`config.mk`:
```
export PLATFORM = sky130hd
export DESIGN_NAME = mem_wb_stage_flat
export DESIGN_NICKNAME = d
export VERILOG_FILES = /design/src/rtl/mem_wb_stage_if.sv /design/src/rtl/mem_wb_stage.sv /design/src/flat_wrapper.sv
export SDC_FILE = /design/constraint.sdc
export NUM_CORES = 1
export LEC_CHECK = 0
export ABC_AREA = 1
export CAP_MARGIN = 15
export CORE_MARGIN = 2
export CORE_UTILIZATION = 40
export DETAILED_ROUTE_END_ITERATION = 10
export GPL_ROUTABILITY_DRIVEN = 0
export PLACE_DENSITY_LB_ADDON = 0.08
export SLEW_MARGIN = 20
export SYNTH_ARGS = -nofsm -noshare
export SYNTH_HDL_FRONTEND = slang
export SYNTH_SLANG_ARGS = --single-unit
```
`constraint.sdc`:
```
create_clock -name clk -period 1.7 [get_ports clk]
set_input_delay 0.425 -clock clk [delete_from_list [all_inputs] [get_ports clk]]
set_output_delay 0.425 -clock clk [all_outputs]
set_load 0.02 [all_outputs]
```
`src/rtl/mem_wb_stage_if.sv`:
```
// Memory->writeback boundary bundle: memory-stage inputs, dbus status, commit record.
// No storage of its own; timing is set by the stage that owns the slave modport.
// stall/req_mask flow back to the memory stage and the dbus driver.
interface mem_wb_stage_if;
    logic        in_valid;
    logic        in_mem;
    logic [63:0] in_pc;
    logic [63:0] in_result;
    logic [4:0]  in_dst;
    logic        in_wen;
    logic        flush;
    logic        addr_ok;
    logic        data_ok;
    logic        req_mask;
    logic        stall;
    logic        out_valid;
    logic [63:0] out_pc;
    logic [63:0] out_result;
    logic [4:0]  out_dst;
    logic        out_wen;
    logic        error;

    // The pipeline register itself.
    modport slave (
        input  in_valid, in_mem, in_pc, in_result, in_dst, in_wen,
        input  flush, addr_ok, data_ok,
        output req_mask, stall,
        output out_valid, out_pc, out_result, out_dst, out_wen, error
    );

    // The memory stage / dbus side that feeds it and consumes the commit.
    modport master (
        output in_valid, in_mem, in_pc, in_result, in_dst, in_wen,
        output flush, addr_ok, data_ok,
        input  req_mask, stall,
        input  out_valid, out_pc, out_result, out_dst, out_wen, error
    );
endinterface

```
`src/rtl/mem_wb_stage.sv`:
```
// Memory->writeback register; holds the pipeline until the dbus load/store completes.
// Latency: 1 cycle for ALU ops and same-cycle dbus completion, else commit on the data_ok edge.
// Backpressure: stall=1 freezes upstream while waiting; req_mask=1 once the address is accepted.
module mem_wb_stage #(
    parameter int unsigned TIMEOUT_CYCLES = 255
) (
    input  logic           clk,
    input  logic           reset,
    mem_wb_stage_if.slave  bus
);

    typedef enum logic [1:0] {
        IDLE      = 2'd0,
        WAIT_ADDR = 2'd1,
        WAIT_DATA = 2'd2
    } state_t;

    state_t state;
    state_t state_n;
    logic   killed;
    logic   killed_n;
    logic   mem_op;
    logic   commit;

    // Next-state, stall and request-mask decode from the current state and bus status.
    always_comb begin
        state_n      = state;
        killed_n     = killed;
        bus.stall    = 1'b0;
        bus.req_mask = 1'b0;
        mem_op       = bus.in_valid & bus.in_mem;
        case (state)
            WAIT_DATA: begin
                // Address already accepted: the bus op must drain even if flushed.
                bus.req_mask = 1'b1;
                bus.stall    = ~bus.data_ok;
                if (bus.data_ok) begin
                    state_n  = IDLE;
                    killed_n = 1'b0;
                end else if (bus.flush) begin
                    killed_n = 1'b1;
                end
            end
            default: begin
                // IDLE and WAIT_ADDR behave the same: nothing outstanding on the bus yet.
                killed_n = 1'b0;
                state_n  = IDLE;
                if (mem_op) begin
                    if (bus.addr_ok && bus.data_ok) begin
                        state_n = IDLE;
                    end else if (bus.addr_ok) begin
                        // Accepted even when flushed; remember to discard the result.
                        state_n   = WAIT_DATA;
                        bus.stall = 1'b1;
                        killed_n  = bus.flush;
                    end else if (!bus.flush) begin
                        state_n   = WAIT_ADDR;
                        bus.stall = 1'b1;
                    end
                end
            end
        endcase
        commit = bus.in_valid & ~bus.stall & ~bus.flush
               & ~((state == WAIT_DATA) & killed);
    end

    // Control state: FSM and the kill flag for a flushed in-flight bus op.
    always_ff @(posedge clk or negedge reset) begin
        if (!reset) begin
            state  <= IDLE;
            killed <= 1'b0;
        end else begin
            state  <= state_n;
            killed <= killed_n;
        end
    end

    // Commit record register; data fields only load on a real commit.
    always_ff @(posedge clk or negedge reset) begin
        if (!reset) begin
            bus.out_valid  <= 1'b0;
            bus.out_pc     <= 64'd0;
            bus.out_result <= 64'd0;
            bus.out_dst    <= 5'd0;
            bus.out_wen    <= 1'b0;
        end else begin
            bus.out_valid <= commit;
            bus.out_wen   <= commit & bus.in_wen & (bus.in_dst != 5'd0);
            if (commit) begin
                bus.out_pc     <= bus.in_pc;
                bus.out_result <= bus.in_result;
                bus.out_dst    <= bus.in_dst;
            end
        end
    end

`ifdef MEMWB_TIMEOUT_EN
    localparam logic [15:0] TIMEOUT_LIMIT = 16'(TIMEOUT_CYCLES);

    logic [15:0] wait_cnt;
    logic [15:0] wait_inc;
    logic        entering_wait;

    assign entering_wait = (state_n != IDLE) && (state_n != state);
    assign wait_inc      = (wait_cnt == 16'hFFFF) ? wait_cnt : wait_cnt + 16'd1;

    // Watchdog: count cycles spent in a wait state and latch error at the limit.
    always_ff @(posedge clk or negedge reset) begin
        if (!reset) begin
            wait_cnt  <= 16'd0;
            bus.error <= 1'b0;
        end else if (entering_wait) begin
            wait_cnt <= 16'd0;
        end else if (state != IDLE) begin
            wait_cnt <= wait_inc;
            if (wait_inc >= TIMEOUT_LIMIT) begin
                bus.error <= 1'b1;
            end
        end
    end
`else
    assign bus.error = 1'b0;
`endif

endmodule

```
`src/flat_wrapper.sv`:
```
// flat-port wrapper written by rule: the top's interface ports become plain ports
module mem_wb_stage_flat 
#(
    parameter int unsigned TIMEOUT_CYCLES = 255
)
  (clk, reset, bus_in_valid, bus_in_mem, bus_in_pc, bus_in_result, bus_in_dst, bus_in_wen, bus_flush, bus_addr_ok, bus_data_ok, bus_req_mask, bus_stall, bus_out_valid, bus_out_pc, bus_out_result, bus_out_dst, bus_out_wen, bus_error);
  mem_wb_stage_if bus_i ();
  input  logic clk;
  input  logic reset;
  input wire logic [$bits(bus_i.in_valid)-1:0] bus_in_valid;
  input wire logic [$bits(bus_i.in_mem)-1:0] bus_in_mem;
  input wire logic [$bits(bus_i.in_pc)-1:0] bus_in_pc;
  input wire logic [$bits(bus_i.in_result)-1:0] bus_in_result;
  input wire logic [$bits(bus_i.in_dst)-1:0] bus_in_dst;
  input wire logic [$bits(bus_i.in_wen)-1:0] bus_in_wen;
  input wire logic [$bits(bus_i.flush)-1:0] bus_flush;
  input wire logic [$bits(bus_i.addr_ok)-1:0] bus_addr_ok;
  input wire logic [$bits(bus_i.data_ok)-1:0] bus_data_ok;
  output wire logic [$bits(bus_i.req_mask)-1:0] bus_req_mask;
  output wire logic [$bits(bus_i.stall)-1:0] bus_stall;
  output wire logic [$bits(bus_i.out_valid)-1:0] bus_out_valid;
  output wire logic [$bits(bus_i.out_pc)-1:0] bus_out_pc;
  output wire logic [$bits(bus_i.out_result)-1:0] bus_out_result;
  output wire logic [$bits(bus_i.out_dst)-1:0] bus_out_dst;
  output wire logic [$bits(bus_i.out_wen)-1:0] bus_out_wen;
  output wire logic [$bits(bus_i.error)-1:0] bus_error;
  assign bus_i.in_valid = bus_in_valid;
  assign bus_i.in_mem = bus_in_mem;
  assign bus_i.in_pc = bus_in_pc;
  assign bus_i.in_result = bus_in_result;
  assign bus_i.in_dst = bus_in_dst;
  assign bus_i.in_wen = bus_in_wen;
  assign bus_i.flush = bus_flush;
  assign bus_i.addr_ok = bus_addr_ok;
  assign bus_i.data_ok = bus_data_ok;
  assign bus_req_mask = bus_i.req_mask;
  assign bus_stall = bus_i.stall;
  assign bus_out_valid = bus_i.out_valid;
  assign bus_out_pc = bus_i.out_pc;
  assign bus_out_result = bus_i.out_result;
  assign bus_out_dst = bus_i.out_dst;
  assign bus_out_wen = bus_i.out_wen;
  assign bus_error = bus_i.error;
  mem_wb_stage #(.TIMEOUT_CYCLES(TIMEOUT_CYCLES)) u_core (.clk(clk), .reset(reset), .bus(bus_i));
endmodule
```
# == After elaboration in Yosys (flattened, before gate mapping) ==
# Cells that the tools add are included.
# classes
eq_ne,3
n_mux,18
n_bitwise,11
reduce_logical,2
# ops
cell,count
$mux W1,13
$mux W2,5
$and A1 B1 Y1,7
$reduce_bool A5 Y1,1
$not A1 Y1,4
$ne A3 B3 Y1 const B,1
$eq A2 B2 Y1 const B,1
$ne A2 B2 Y1 const B,1
$logic_and A1 B1 Y1,1
# totals
ff_bits,138
input_bits,141
out_inout_bits,138
elab_cells,41

# == Longest topological paths before layout ==
# depth
word_depth,11
ltp_mapped,9
mapped_depth_nobuf,7

# == Least setup slack after synthesis ==
# No wires, ideal clock.
# synth_path
path_kind,input to output
from,input bus_in_valid
to,output bus_stall
arrival_time_ns,1.220
required_time_ns,1.275
path_slack_ns,0.055
stages,7
n_path_buf,1
cell_sequence,nand2_1 -> inv_1 -> nand2_1 -> nor2_1 -> nor2_4 -> clkbuf_1 -> inv_1
# synth_via
elab_chain_len,3
# synth_rtl
item,line,text
"start, declared",flat_wrapper.sv:10,input wire logic [$bits(bus_i.in_valid)-1:0] bus_in_valid;
$and A1 B1 Y1,mem_wb_stage.sv:31,mem_op = bus.in_valid & bus.in_mem;
$mux W1,mem_wb_stage.sv:48,if (mem_op) begin
$mux W1,mem_wb_stage.sv:32,case (state)
"end, declared",flat_wrapper.sv:20,output wire logic [$bits(bus_i.stall)-1:0] bus_stall;
# No other way between the ends.

# == Worst setup path in the final report ==
# layout_path
from,register u_core.state[0]
to,output bus_stall
# layout_via
elab_chain_len,2
# layout_rtl
item,line,text
"start, declared",mem_wb_stage.sv:18,state_t state;
"start signal, assigned",mem_wb_stage.sv:73,state <= state_n;
$eq A2 B2 Y1,mem_wb_stage.sv:32,
$mux W1,mem_wb_stage.sv:32,
# No other way between the ends.

==> run metrics <==
post-synthesis sequential area ratio=between 60% and 70%; VDD IR max=slightly below 0.0008 V; Worst EP arrival=~1.4 ns; Tot GR Track Use=between 20% and 30%; via count=roughly 5400; Top Ports=approximately 280; hold_ws=approximately 0.46 ns; Final ANT Viol Nets=0; first-pass GRT wire length=27900 µm; Max Clk Rate=around 550 MHz; Mapped Cells=between 600 and 700; total routed wirelength=17900 µm; Slew Viols, Final=0; cell taking the most area after synthesis=dfrtp_1; Antenna diodes=0; Reg clk slew, reported paths=roughly 0.060 ns; layout cells sized above 1=between 10% and 20%; Ys Warns=0; Fin Setup TNS=-0.131 ns; initial core utilization=~41%; Startpoint Class=register; fin cells=roughly 1100; synth top area cells=dfrtp_1, nand2_1, nand3_1; Clock Path Buffers=2; Top FF cell, synth=dfrtp_1; initial drt markers=~390; area of the multi-input gates=1860 µm²; PortBufs=roughly 280; #FFs+latches synth=138; crit share post-route=107%; Vias/cell=~5; post-synth top area share=a little over three fifths; Die Height=121 µm; synthesized area=approximately 5500 µm²; Avg WL per Cell=~16 µm; top-count cell post-synth=nand2_1; RSZ-0062 raised after global routing=yes; final net count=approximately 1100; number of synthesized flops with an enable pin=0; status=complete, but fails checks; pre-CTS setup slack=-0.395 ns; crit path max fanout=2; critical path type=register to output pin; ys async rst share=100%; min cycle time layout=about 1.8 ns; Post-Syn Nets=761; Worst setup EP type=output pin; register area=3450 µm²; Req. time, crit path=1.27 ns; synth cell count leaders=nand2_1, dfrtp_1, nand3_1; Post-route DRC=0; initial antenna violation count=0; # placed instances=~1100; final hold violation count=0; Mean Syn Cell Area=8.90 µm²; post-route setup slack=-0.127 ns; DR pass1 iterations=4; CTS sink cnt=around 140; clk_lat worst skew=0.42 ns; core area=13300 µm²; failing checks=negative setup slack; pwr/cell area=around 1200 nW/µm²; largest net degree at the start of global routing=57; Final Util=a little over two thirds; gr ovfl total=0; CTS HTree Levels=4; clk_skew=0.00684 ns; max-cap viol count=0; fillers=1085; post-synth cell types=17; total CTS buffers=17; Final setup viols=2; Pleak=around 5 nW; die width=around 120 µm; detailed placement HPWL=12300 µm; Site Rows=42; die area=between 10000 and 15000 µm²; HP Class=register to register; CTS tree=yes; Syn-to-layout area delta=69.2%; vias in the first global route=5410; root buf cell=clkbuf_16
cell families (layout without fill, tap and decap cells):
kind of cell	after synthesis	after routing	share of synthesized area, %
and+or+nand+nor	425	425	32.4
DFF	138	138	62.6
buffers and inverters	53	364	4.67
AOI/OAI and AO/OA	3	3	0.272
other	1	1	0.0680
power breakdown:
group	internal [mW]	leakage (nW)	switching, mW
Combinational	1.16	2.92	1.66
Sequential	3.84	1.72	0.288
Clock	2.90	0.335	1.37
registers in the layout (all words and copies together), names as in the netlist:
| register | count |
|---|---|
| u_core.bus.out_dst | 5 |
| u_core.bus.out_pc | 64 |
| u_core.bus.out_result | 64 |
| u_core.bus.out_valid | 1 |
| u_core.bus.out_wen | 1 |
| u_core.killed | 1 |
| u_core.state | 2 |
area by class of cell:
type | instances | area share [%]
Sequential cell | 138 | 37.0
Timing Repair Buffer | 322 | 32.8
Multi-Input combinational cell | 429 | 20.0
Clock buffer | 21 | 5.15
Tap cell | 176 | 2.36
Clock inverter | 11 | 2.29
Inverter | 10 | 0.429
what timing repair did:
action | CTS | global route
endpoints found under the setup margin | 138 | 63
gates resized for setup | 157 | 13
hold buffers | 1 | 0
endpoints found under the hold margin | 33 | 0
setup buffers | 14 | 2
pin swaps | 4 | 5
routing by layer:
layer	vias to the layer above	GRT usage [%]	share of wire, %
li1	2566	-	-
met1	2571	28.0	38
met2	217	42.0	50
met3	38	8.69	8.9
met4	0	11.3	2.9
met5	-	0	0
stage by stage:
| stage | area, µm² | power (mW) |
|---|---|---|
| after global placement | 8620 | 7.31 |
| after detailed placement | 8620 | 7.38 |
| final | 9340 | 11.2 |
| after CTS | 9300 | 11.3 |
| after global routing | 9340 | 11.7 |
| after floorplan | 5520 | 5.52 |
worst max-delay path, stage by stage (launching register included):
cell and delay [ns]:
dfrtp_1 0.40, inv_2 0.08, nand2_4 0.08, nand2_4 0.10, nor2_4 0.04, nor2_4 0.10
inv_2 0.05, buf_6 0.13
layout by cell type, fill, tap and decap left out, drive strengths merged, types with 2 or more instances in the layout:
cell	Yosys	routed
buf	30	47
bufinv	0	6
clkbuf	13	23
clkdlybuf4s50	0	134
clkinv	0	3
clkinvlp	0	2
dfrtp	138	138
dlygate4sd2	0	138
inv	10	10
nand2	279	279
nand3	136	136
nor2	10	10
o21ai	2	2
path summary, 6_finish.rpt:
path | from | cells past startpoint | end | slack, ns
max | u_core.state[0]$_DFFE_PN0P_ | 7 | bus_stall | -0.13
min | u_core.bus.out_pc[2]$_DFFE_PN0P_ | 2 | u_core.bus.out_pc[2]$_DFFE_PN0P_ | 0.46
max reg2reg | u_core.state[0]$_DFFE_PN0P_ | 9 | u_core.bus.out_result[31]$_DFFE_PN0P_ | 0.09
min reg2reg | u_core.bus.out_pc[2]$_DFFE_PN0P_ | 2 | u_core.bus.out_pc[2]$_DFFE_PN0P_ | 0.46
max in group asynchronous | reset | 3 | u_core.bus.out_result[19]$_DFFE_PN0P_ | 0.68
min in group asynchronous | reset | 2 | u_core.bus.out_result[6]$_DFFE_PN0P_ | 0.47
Note: power is estimated with default switching activity, not from simulation.
